**config.mk**
```make
export PLATFORM = sky130hd
export DESIGN_NAME = neopix_frame_sequencer
export DESIGN_NICKNAME = d
export VERILOG_FILES = /design/src/rtl/neopix_frame_sequencer.sv
export SDC_FILE = /design/constraint.sdc
export NUM_CORES = 1
export LEC_CHECK = 0
export ABC_AREA = 1
export CAP_MARGIN = 10
export CORE_ASPECT_RATIO = 1.25
export CORE_MARGIN = 2
export CORE_UTILIZATION = 62
export CTS_CLUSTER_DIAMETER = 30
export CTS_CLUSTER_SIZE = 24
export DETAILED_ROUTE_END_ITERATION = 6
export PLACE_DENSITY = 0.87
export SLEW_MARGIN = 25
export SYNTH_ARGS = -nofsm -noshare
export SYNTH_HDL_FRONTEND = slang
export SYNTH_SLANG_ARGS = --single-unit
export TNS_END_PERCENT = 10
```
**constraint.sdc**
```tcl
create_clock -name clk_i -period 3.1 [get_ports clk_i]
set_input_delay 0.62 -clock clk_i [delete_from_list [all_inputs] [get_ports clk_i]]
set_output_delay 0.62 -clock clk_i [all_outputs]
set_load 0.005 [all_outputs]
```
**src/rtl/neopix_frame_sequencer.sv**
```systemverilog
// Frame sequencer for a NeoPixel (WS2812) chain. Prefetches pixel words from the pixel RAM,
// absorbs the RAM's fixed read latency in a small skid FIFO, streams the pixels to the bit
// serializer over valid/ready, then holds the latch gap before flagging frame completion.
module neopix_frame_sequencer #(
  parameter int unsigned ADDR_W       = 9,
  parameter int unsigned DATA_W       = 32,
  parameter int unsigned RD_LATENCY   = 2,
  parameter int unsigned FIFO_DEPTH   = 4,
  parameter int unsigned RESET_CYCLES = 15000
) (
  input  logic              clk_i,
  input  logic              rst_n_i,
  input  logic              start_i,
  input  logic [ADDR_W:0]   num_pixels_i,
  output logic              busy_o,
  output logic              done_o,
  output logic [ADDR_W-1:0] ram_rdaddr_o,
  input  logic [DATA_W-1:0] ram_q_i,
  output logic [23:0]       pix_data_o,
  output logic              pix_valid_o,
  input  logic              pix_ready_i,
  input  logic              ser_idle_i
);

  localparam int unsigned NW     = ADDR_W + 1;
  localparam int unsigned CntW   = $clog2(FIFO_DEPTH + 1);
  localparam int unsigned PtrW   = $clog2(FIFO_DEPTH);
  localparam int unsigned InfW   = $clog2(RD_LATENCY + 1);
  localparam int unsigned SumW   = CntW + 1;
  localparam int unsigned LatchW = (RESET_CYCLES > 1) ? $clog2(RESET_CYCLES) : 1;

  localparam logic [ADDR_W:0]   MaxN      = {1'b1, {ADDR_W{1'b0}}};
  localparam logic [LatchW-1:0] LatchLoad = LatchW'(RESET_CYCLES - 1);

  typedef enum logic [1:0] {StIdle, StStream, StWaitIdle, StLatch} state_e;

  state_e              state_q;
  logic [ADDR_W:0]     n_q;
  logic [ADDR_W:0]     issue_cnt_q;
  logic [ADDR_W:0]     send_cnt_q;
  logic [LatchW-1:0]   latch_cnt_q;
  logic                busy_q;
  logic                done_q;
  logic [ADDR_W-1:0]   rdaddr_q;
  logic [RD_LATENCY-1:0] pipe_q;

  logic [23:0]         fifo_mem_q [FIFO_DEPTH];
  logic [PtrW-1:0]     wr_ptr_q;
  logic [PtrW-1:0]     rd_ptr_q;
  logic [CntW-1:0]     fifo_cnt_q;

  logic [InfW-1:0]     inflight;
  logic [SumW-1:0]     credit_sum;
  logic                issue;
  logic                push;
  logic                pop;
  logic [ADDR_W:0]     n_load;
  logic                unused_ram_upper;

  // Count reads still travelling through the RAM pipeline.
  always_comb begin
    inflight = '0;
    for (int i = 0; i < int'(RD_LATENCY); i++) begin
      inflight = inflight + InfW'(pipe_q[i]);
    end
  end

  // A read only goes out if its data is guaranteed a FIFO slot on arrival.
  assign credit_sum  = SumW'(fifo_cnt_q) + SumW'(inflight);
  assign issue       = (state_q == StStream) && (issue_cnt_q < n_q) &&
                       (credit_sum < SumW'(FIFO_DEPTH));
  assign push        = pipe_q[RD_LATENCY-1];
  assign pix_valid_o = (fifo_cnt_q != '0);
  assign pop         = pix_valid_o && pix_ready_i;
  assign pix_data_o  = fifo_mem_q[rd_ptr_q];
  assign n_load      = (num_pixels_i > MaxN) ? MaxN : num_pixels_i;

  assign busy_o       = busy_q;
  assign done_o       = done_q;
  assign ram_rdaddr_o = rdaddr_q;

  // Only the GRB colour bits are carried; the top byte of each RAM word is dropped.
  assign unused_ram_upper = ^ram_q_i[DATA_W-1:24];

  // Read address register and the valid pipe that tracks RAM latency.
  always_ff @(posedge clk_i or negedge rst_n_i) begin
    if (!rst_n_i) begin
      pipe_q   <= '0;
      rdaddr_q <= '0;
    end else begin
      pipe_q[0] <= issue;
      for (int i = 1; i < int'(RD_LATENCY); i++) begin
        pipe_q[i] <= pipe_q[i-1];
      end
      if (issue) begin
        rdaddr_q <= issue_cnt_q[ADDR_W-1:0];
      end
    end
  end

  // Skid FIFO: RAM data in at the pipe output, pixels out on each handshake.
  always_ff @(posedge clk_i or negedge rst_n_i) begin
    if (!rst_n_i) begin
      for (int i = 0; i < int'(FIFO_DEPTH); i++) begin
        fifo_mem_q[i] <= '0;
      end
      wr_ptr_q   <= '0;
      rd_ptr_q   <= '0;
      fifo_cnt_q <= '0;
    end else begin
      if (push) begin
        fifo_mem_q[wr_ptr_q] <= ram_q_i[23:0];
        wr_ptr_q             <= wr_ptr_q + PtrW'(1);
      end
      if (pop) begin
        rd_ptr_q <= rd_ptr_q + PtrW'(1);
      end
      case ({push, pop})
        2'b10:   fifo_cnt_q <= fifo_cnt_q + CntW'(1);
        2'b01:   fifo_cnt_q <= fifo_cnt_q - CntW'(1);
        default: fifo_cnt_q <= fifo_cnt_q;
      endcase
    end
  end

  // Frame control: load, stream, wait for serializer drain, latch gap, done.
  always_ff @(posedge clk_i or negedge rst_n_i) begin
    if (!rst_n_i) begin
      state_q     <= StIdle;
      n_q         <= '0;
      issue_cnt_q <= '0;
      send_cnt_q  <= '0;
      latch_cnt_q <= '0;
      busy_q      <= 1'b0;
      done_q      <= 1'b0;
    end else begin
      done_q <= 1'b0;
      unique case (state_q)
        StIdle: begin
          if (start_i) begin
            n_q         <= n_load;
            issue_cnt_q <= '0;
            send_cnt_q  <= '0;
            busy_q      <= 1'b1;
            if (n_load == '0) begin
              latch_cnt_q <= LatchLoad;
              state_q     <= StLatch;
            end else begin
              state_q <= StStream;
            end
          end
        end
        StStream: begin
          if (issue) begin
            issue_cnt_q <= issue_cnt_q + NW'(1);
          end
          if (pop) begin
            send_cnt_q <= send_cnt_q + NW'(1);
          end
          if (send_cnt_q == n_q) begin
            state_q <= StWaitIdle;
          end
        end
        StWaitIdle: begin
          if (ser_idle_i) begin
            latch_cnt_q <= LatchLoad;
            state_q     <= StLatch;
          end
        end
        StLatch: begin
          if (latch_cnt_q == '0) begin
            done_q  <= 1'b1;
            busy_q  <= 1'b0;
            state_q <= StIdle;
          end else begin
            latch_cnt_q <= latch_cnt_q - LatchW'(1);
          end
        end
        default: state_q <= StIdle;
      endcase
    end
  end

endmodule
```
-- Word-level counts from Yosys, hierarchy flattened
Cells that the tools add are included.
Widths: inputs -> output; s select.
- register bits after elaboration: 162
- input bits: 47
- output and inout bits: 36
- logic and storage cells: 94
- add/sub/neg operators: 9
- magnitude comparators: 6
- eq/ne operators: 14
- muxes and demuxes: 29
- bitwise operators: 2
- reduce and logical (&&, ||, !) cells: 18
- operators by type and width (cell ; number):
    $bwmux 96 ; 1
    $mux 24 ; 3
    $mux 14 ; 4
    $bmux 24 s2 ; 1
    $demux 24 s2 ; 1
    $pmux 14 s3 ; 1
    $mux 10 ; 4
    $pmux 10 s2 ; 2
    $add 10x1->10 const B ; 2
    $logic_not 14->1 ; 1
    $ne 2x2->1 const B ; 7
    $sub 14x1->14 const B ; 1
    $eq 10x10->1 ; 1
    $gt 10x10->1 const B ; 1
    $logic_not 10->1 ; 1
    $lt 10x10->1 ; 1
    $mux 2 ; 5
    $reduce_and 3->1 ; 3
    $pmux 2 s4 ; 1
    $eq 2x2->1 const B ; 3
    $ge 3x3->1 const B ; 2
    $not 2->3 ; 2
    $pmux 3 s2 ; 1
    $reduce_bool 2->1 ; 3
    other kinds (17) ; 26

-- Depth between registers and ports, before layout
- depth in word-level cells: 6
- depth in mapped cells: 13

-- Least setup slack after synthesis
OpenSTA, ideal clock, no wires.
- path kind: flip-flop to output port
- start point: register rd_ptr_q[0]
- end point: output port pix_data_o[13]
- data arrival time: 1.244 ns
- data required time: 2.480 ns
- slack: 1.236 ns
- cell stages (with the launch flop): 6
- buffers on the path: 2
- cell sequence: dfrtp_1 -> inv_1 -> clkbuf_1 -> clkbuf_1 -> nor2_1 -> o22ai_1
- longest elaborated chain between the ends: 4
- ends and longest elaborated chain (what ; line ; text):
    from (decl) ; 49 ; logic [PtrW-1:0] rd_ptr_q;
    from (signal assigned) ; 116 ; rd_ptr_q <= rd_ptr_q + PtrW'(1);
    $not 2->3 (not written as such) ; 75 ; assign pix_data_o = fifo_mem_q[rd_ptr_q];
    $bmux 24 s2 ; 75 ;
    $mux 24 (not written as such) (2 in a row) ; 75 ;
    to (decl) ; 19 ; output logic [23:0] pix_data_o,
Every way passes these cells. The select of a mux whose other input is x is not followed.

-- Final worst setup path
- start point: register rd_ptr_q[1]
- end point: output port pix_data_o[12]
The elaborated chain is that of the path after synthesis.

==> run summary <==
The run finished with clean final reports. The total iterations of the first detailed-routing run came out at 5. The largest net degree at the start of global routing is 84. The maximum count of clock buffers along a single path is 2. The most used flip-flop cell after synthesis is sky130_fd_sc_hd__dfrtp_1.

Registers take 4050 um2. The detailed router placed 7078 vias in this run. A synthesized cell averages 8.04 um2. The maximum clock frequency came out at 0.339 GHz. The number of antenna violations at the first check in global routing is 0.

Buffers added to address setup during post-CTS repair amount to 0. The worst flop-to-flop path startpoint is state_q[0]. The global-route usage over all layers is 28.5%. Timing analysis after detailed placement gives a worst setup slack of 0.568 ns.

After synthesis the netlist holds a flip-flop and latch count of 162. Routability-driven placement finished with a final weighted congestion of 0.920. The DRC violation count after routing is 0. Once detail routing completed, the nets flagged for antenna violations numbered 0.

The post-route cell area is 9590 um2. The number of placed I/O pins came out at 83. The overall power after layout is 10.0 mW. The share of the synthesized area in the top cell type came out at 50.4%.

The fraction of registers with async set or reset after synthesis is 100%. STA puts the critical path data required time at 2.48 ns. The unique cell type count in the Yosys netlist came out at 33. The post-route clock skew is 0.00975 ns.

The max-capacitance violation count is 0. The synthesized net count came out at 1071. The worst-case setup margin in the final layout is 0.146 ns. The floorplan row count is 46. For this design the ratio of total power to cell area is 1040 nW/um2. The number of global-route vias before repair came to 6982.

The global-route wire length before repair is 32.1 mm. The number of nets in the final layout is 1137. The number of hold violations in the final report is 0. The die footprint is 13900 um2. The total number of H-tree levels is 4.

The number of antenna cells inserted came out at 0. The die outline width is 106 um. The TritonCTS sink count came out at 162. The global-route congestion overflow total came out at 0. After legalization and detailed placement, the total HPWL measured 11.9 mm. The number of buffers created by CTS is 17. The slowest stage of the critical path is the sky130_fd_sc_hd__clkdlybuf4s50_1 cell. By count the netlist is led by sky130_fd_sc_hd__nand2_1, sky130_fd_sc_hd__o21ai_0, sky130_fd_sc_hd__dfrtp_1. The relative slew slack is 48.7%. The number of flops mapped to enable cells by yosys came out at 0. The sequential element share of the synthesized area is 50.4%. From synthesis to final layout, the design area changed by 19.3%.

The max-slew violation count came to 0. The maximum vdd ir drop came out at 548 uV. The share of layout cells above drive strength 1 came out at 6.49%. The kind of end point of the critical path is a primary output. The final-layout worst hold slack came out at 0.249 ns. The core area is 12700 um2. Fill cells in the final layout number 869. The violation count after the first detailed-routing iteration is 496.

For the worst-skew pair, the clock arrives at the later sink with an insertion delay of 0.42 ns. Traced cell by cell, the critical path runs through inv_1, buf_4, o21ai_0, o22ai_1, clkdlybuf4s50_1. The footprint of the multi-input gates came out at 3440 um2. In this run the register-to-register setup slack is 0.89 ns. The placed cell area came out at 8950 um2. The synthesized design spends more area on one cell type than any other, namely sky130_fd_sc_hd__dfrtp_1. Setup repair after global routing left no endpoint under its margin. The final routed wire length divided by cell count came out at 15.2 um. The worst setup path is of the reg2out kind.

The worst endpoint data arrival time is 2.33 ns. The setup TNS after final layout is 0 ns. The count of port buffers added during placement came out at 74. The highest net fanout along the worst path is 24.

Once the floorplan was initialized, standard cells occupied 63.5% of the core. The actual slew at the worst max-slew pin is 0.770 ns. The endpoint identified for the worst register-to-register timing path is send_cnt_q[5]. The sum of routed wire length over all layers is 19.0 mm. The min-delay analysis places its worst path in the category in2async. Measured along the y axis, the die boundary spans 131 um. The clock tree from TritonCTS is yes. The most common cell in the netlist is sky130_fd_sc_hd__nand2_1.

The leakage power total came out at 4.63 nW. Of the available clock period, the critical path in the final layout requires 95.3%. The maximum single-stage delay on the critical path came out at 0.55 ns. The number of instances in the synthesized netlist came out at 1000. Setup violations remaining at the end of the flow were counted as 0. The length in cells of the worst reg-to-reg path came out at 10.

The quantity of gates resized following cts came out at 0. The Yosys warning count came out at 0. The tree is rooted in a sky130_fd_sc_hd__clkbuf_16. After detailed routing, the number of vias per cell comes to 5.68. The shortest period the worst path allows came out at 2.95 ns. The element type at the critical path start is a flop. By area the synthesized netlist is led by sky130_fd_sc_hd__dfrtp_1, sky130_fd_sc_hd__nand2_1, sky130_fd_sc_hd__o21ai_0. The netlist area before placement came out at 8040 um2. Buffers inserted to repair hold after CTS numbered 0.

The post-CTS clock slew at the launch and capture registers of the worst setup and hold paths came out at 0.07 ns.
[through the flow]
step | utilization [%] | instances
global route | 75.8 | 1247
detailed placement | 70.7 | 1215
global placement | 70.7 | 1215
finish | 75.8 | 1247
CTS | 75.8 | 1247
floorplan | - | 1000
[report_power, final]
part           total [mW]  switching (mW)  internal [mW]
combinational        4.11            2.37           1.74
sequential           3.61           0.598           3.01
clock                2.29           0.908           1.38
total                10.0            3.88           6.13
[flip-flops by register name, indices dropped and copies added, names as in the netlist, 2 cells and up]
signal        count
fifo_mem_q       96
n_q              10
pipe_q            2
state_q           2
rd_ptr_q          2
fifo_cnt_q        3
latch_cnt_q      14
issue_cnt_q      10
wr_ptr_q          2
send_cnt_q       10
ram_rdaddr_o      9
[worst max-delay path, delay by kind of cell (launching register included)]
| family | cells | cell delay (ns) |
|---|---|---|
| AOI/OAI and AO/OA | 2 | 0.37 |
| buffers and inverters | 3 | 1.02 |
| DFF | 1 | 0.52 |
[cell type report]
class	instances	area share, %
inverter	94	3.68
tap	168	2.19
timing repair buffer	92	9.27
multi-input combinational	699	35.9
clock buffer	18	4.47
sequential	162	42.3
clock inverter	14	2.22
[worst max-delay path by stage]
stage | from | end | slack, ns | cells after the start
2_1_floorplan | rd_ptr_q[0] | pix_data_o[13] | 1.24 | 5
3_3_place_gp | start_i | send_cnt_q[5] | 0.60 | 8
3_5_place_dp | start_i | send_cnt_q[5] | 0.57 | 9
4_1_cts | rd_ptr_q[1] | pix_data_o[12] | 0.23 | 5
5_1_grt | rd_ptr_q[1] | pix_data_o[12] | 0.10 | 5
6_report | rd_ptr_q[1] | pix_data_o[12] | 0.15 | 5
[cells in the final DEF, fill, tap and decap left out, types with 11 or more instances in the layout]
master,netlist,routed
sky130_fd_sc_hd__a21oi_1,11,11
sky130_fd_sc_hd__buf_4,2,17
sky130_fd_sc_hd__clkbuf_16,0,17
sky130_fd_sc_hd__clkdlybuf4s50_1,0,73
sky130_fd_sc_hd__dfrtp_1,162,162
sky130_fd_sc_hd__ha_1,23,23
sky130_fd_sc_hd__inv_1,90,90
sky130_fd_sc_hd__nand2_1,254,254
sky130_fd_sc_hd__nand3_1,51,51
sky130_fd_sc_hd__nand4_1,13,13
sky130_fd_sc_hd__nor2_1,94,94
sky130_fd_sc_hd__o21ai_0,169,169
sky130_fd_sc_hd__o22ai_1,24,24
sky130_fd_sc_hd__xor2_1,14,14
[cell families (layout without fill, tap and decap cells)]
kind of cell,count (synthesis),after routing,synth area share [%]
buffers and inverters,139,218,6.75
DFF,162,162,50.4
xor gates and xnor gates,22,22,2.40
adders and majority gates,24,24,3.83
AOI/OAI and AO/OA,215,215,14.1
and+or+nand+nor,438,438,22.5
[metal layers]
layer / vias to the layer above / GRT usage, % / routed length (um)
li1: 3375 / - / -
met1: 3396 / 34.6 / 7520
met2: 251 / 49.2 / 9970
met3: 56 / 5.65 / 972
met4: 0 / 12.5 / 536
met5: - / 0 / 0
Note: power is estimated with default switching activity, not from simulation.
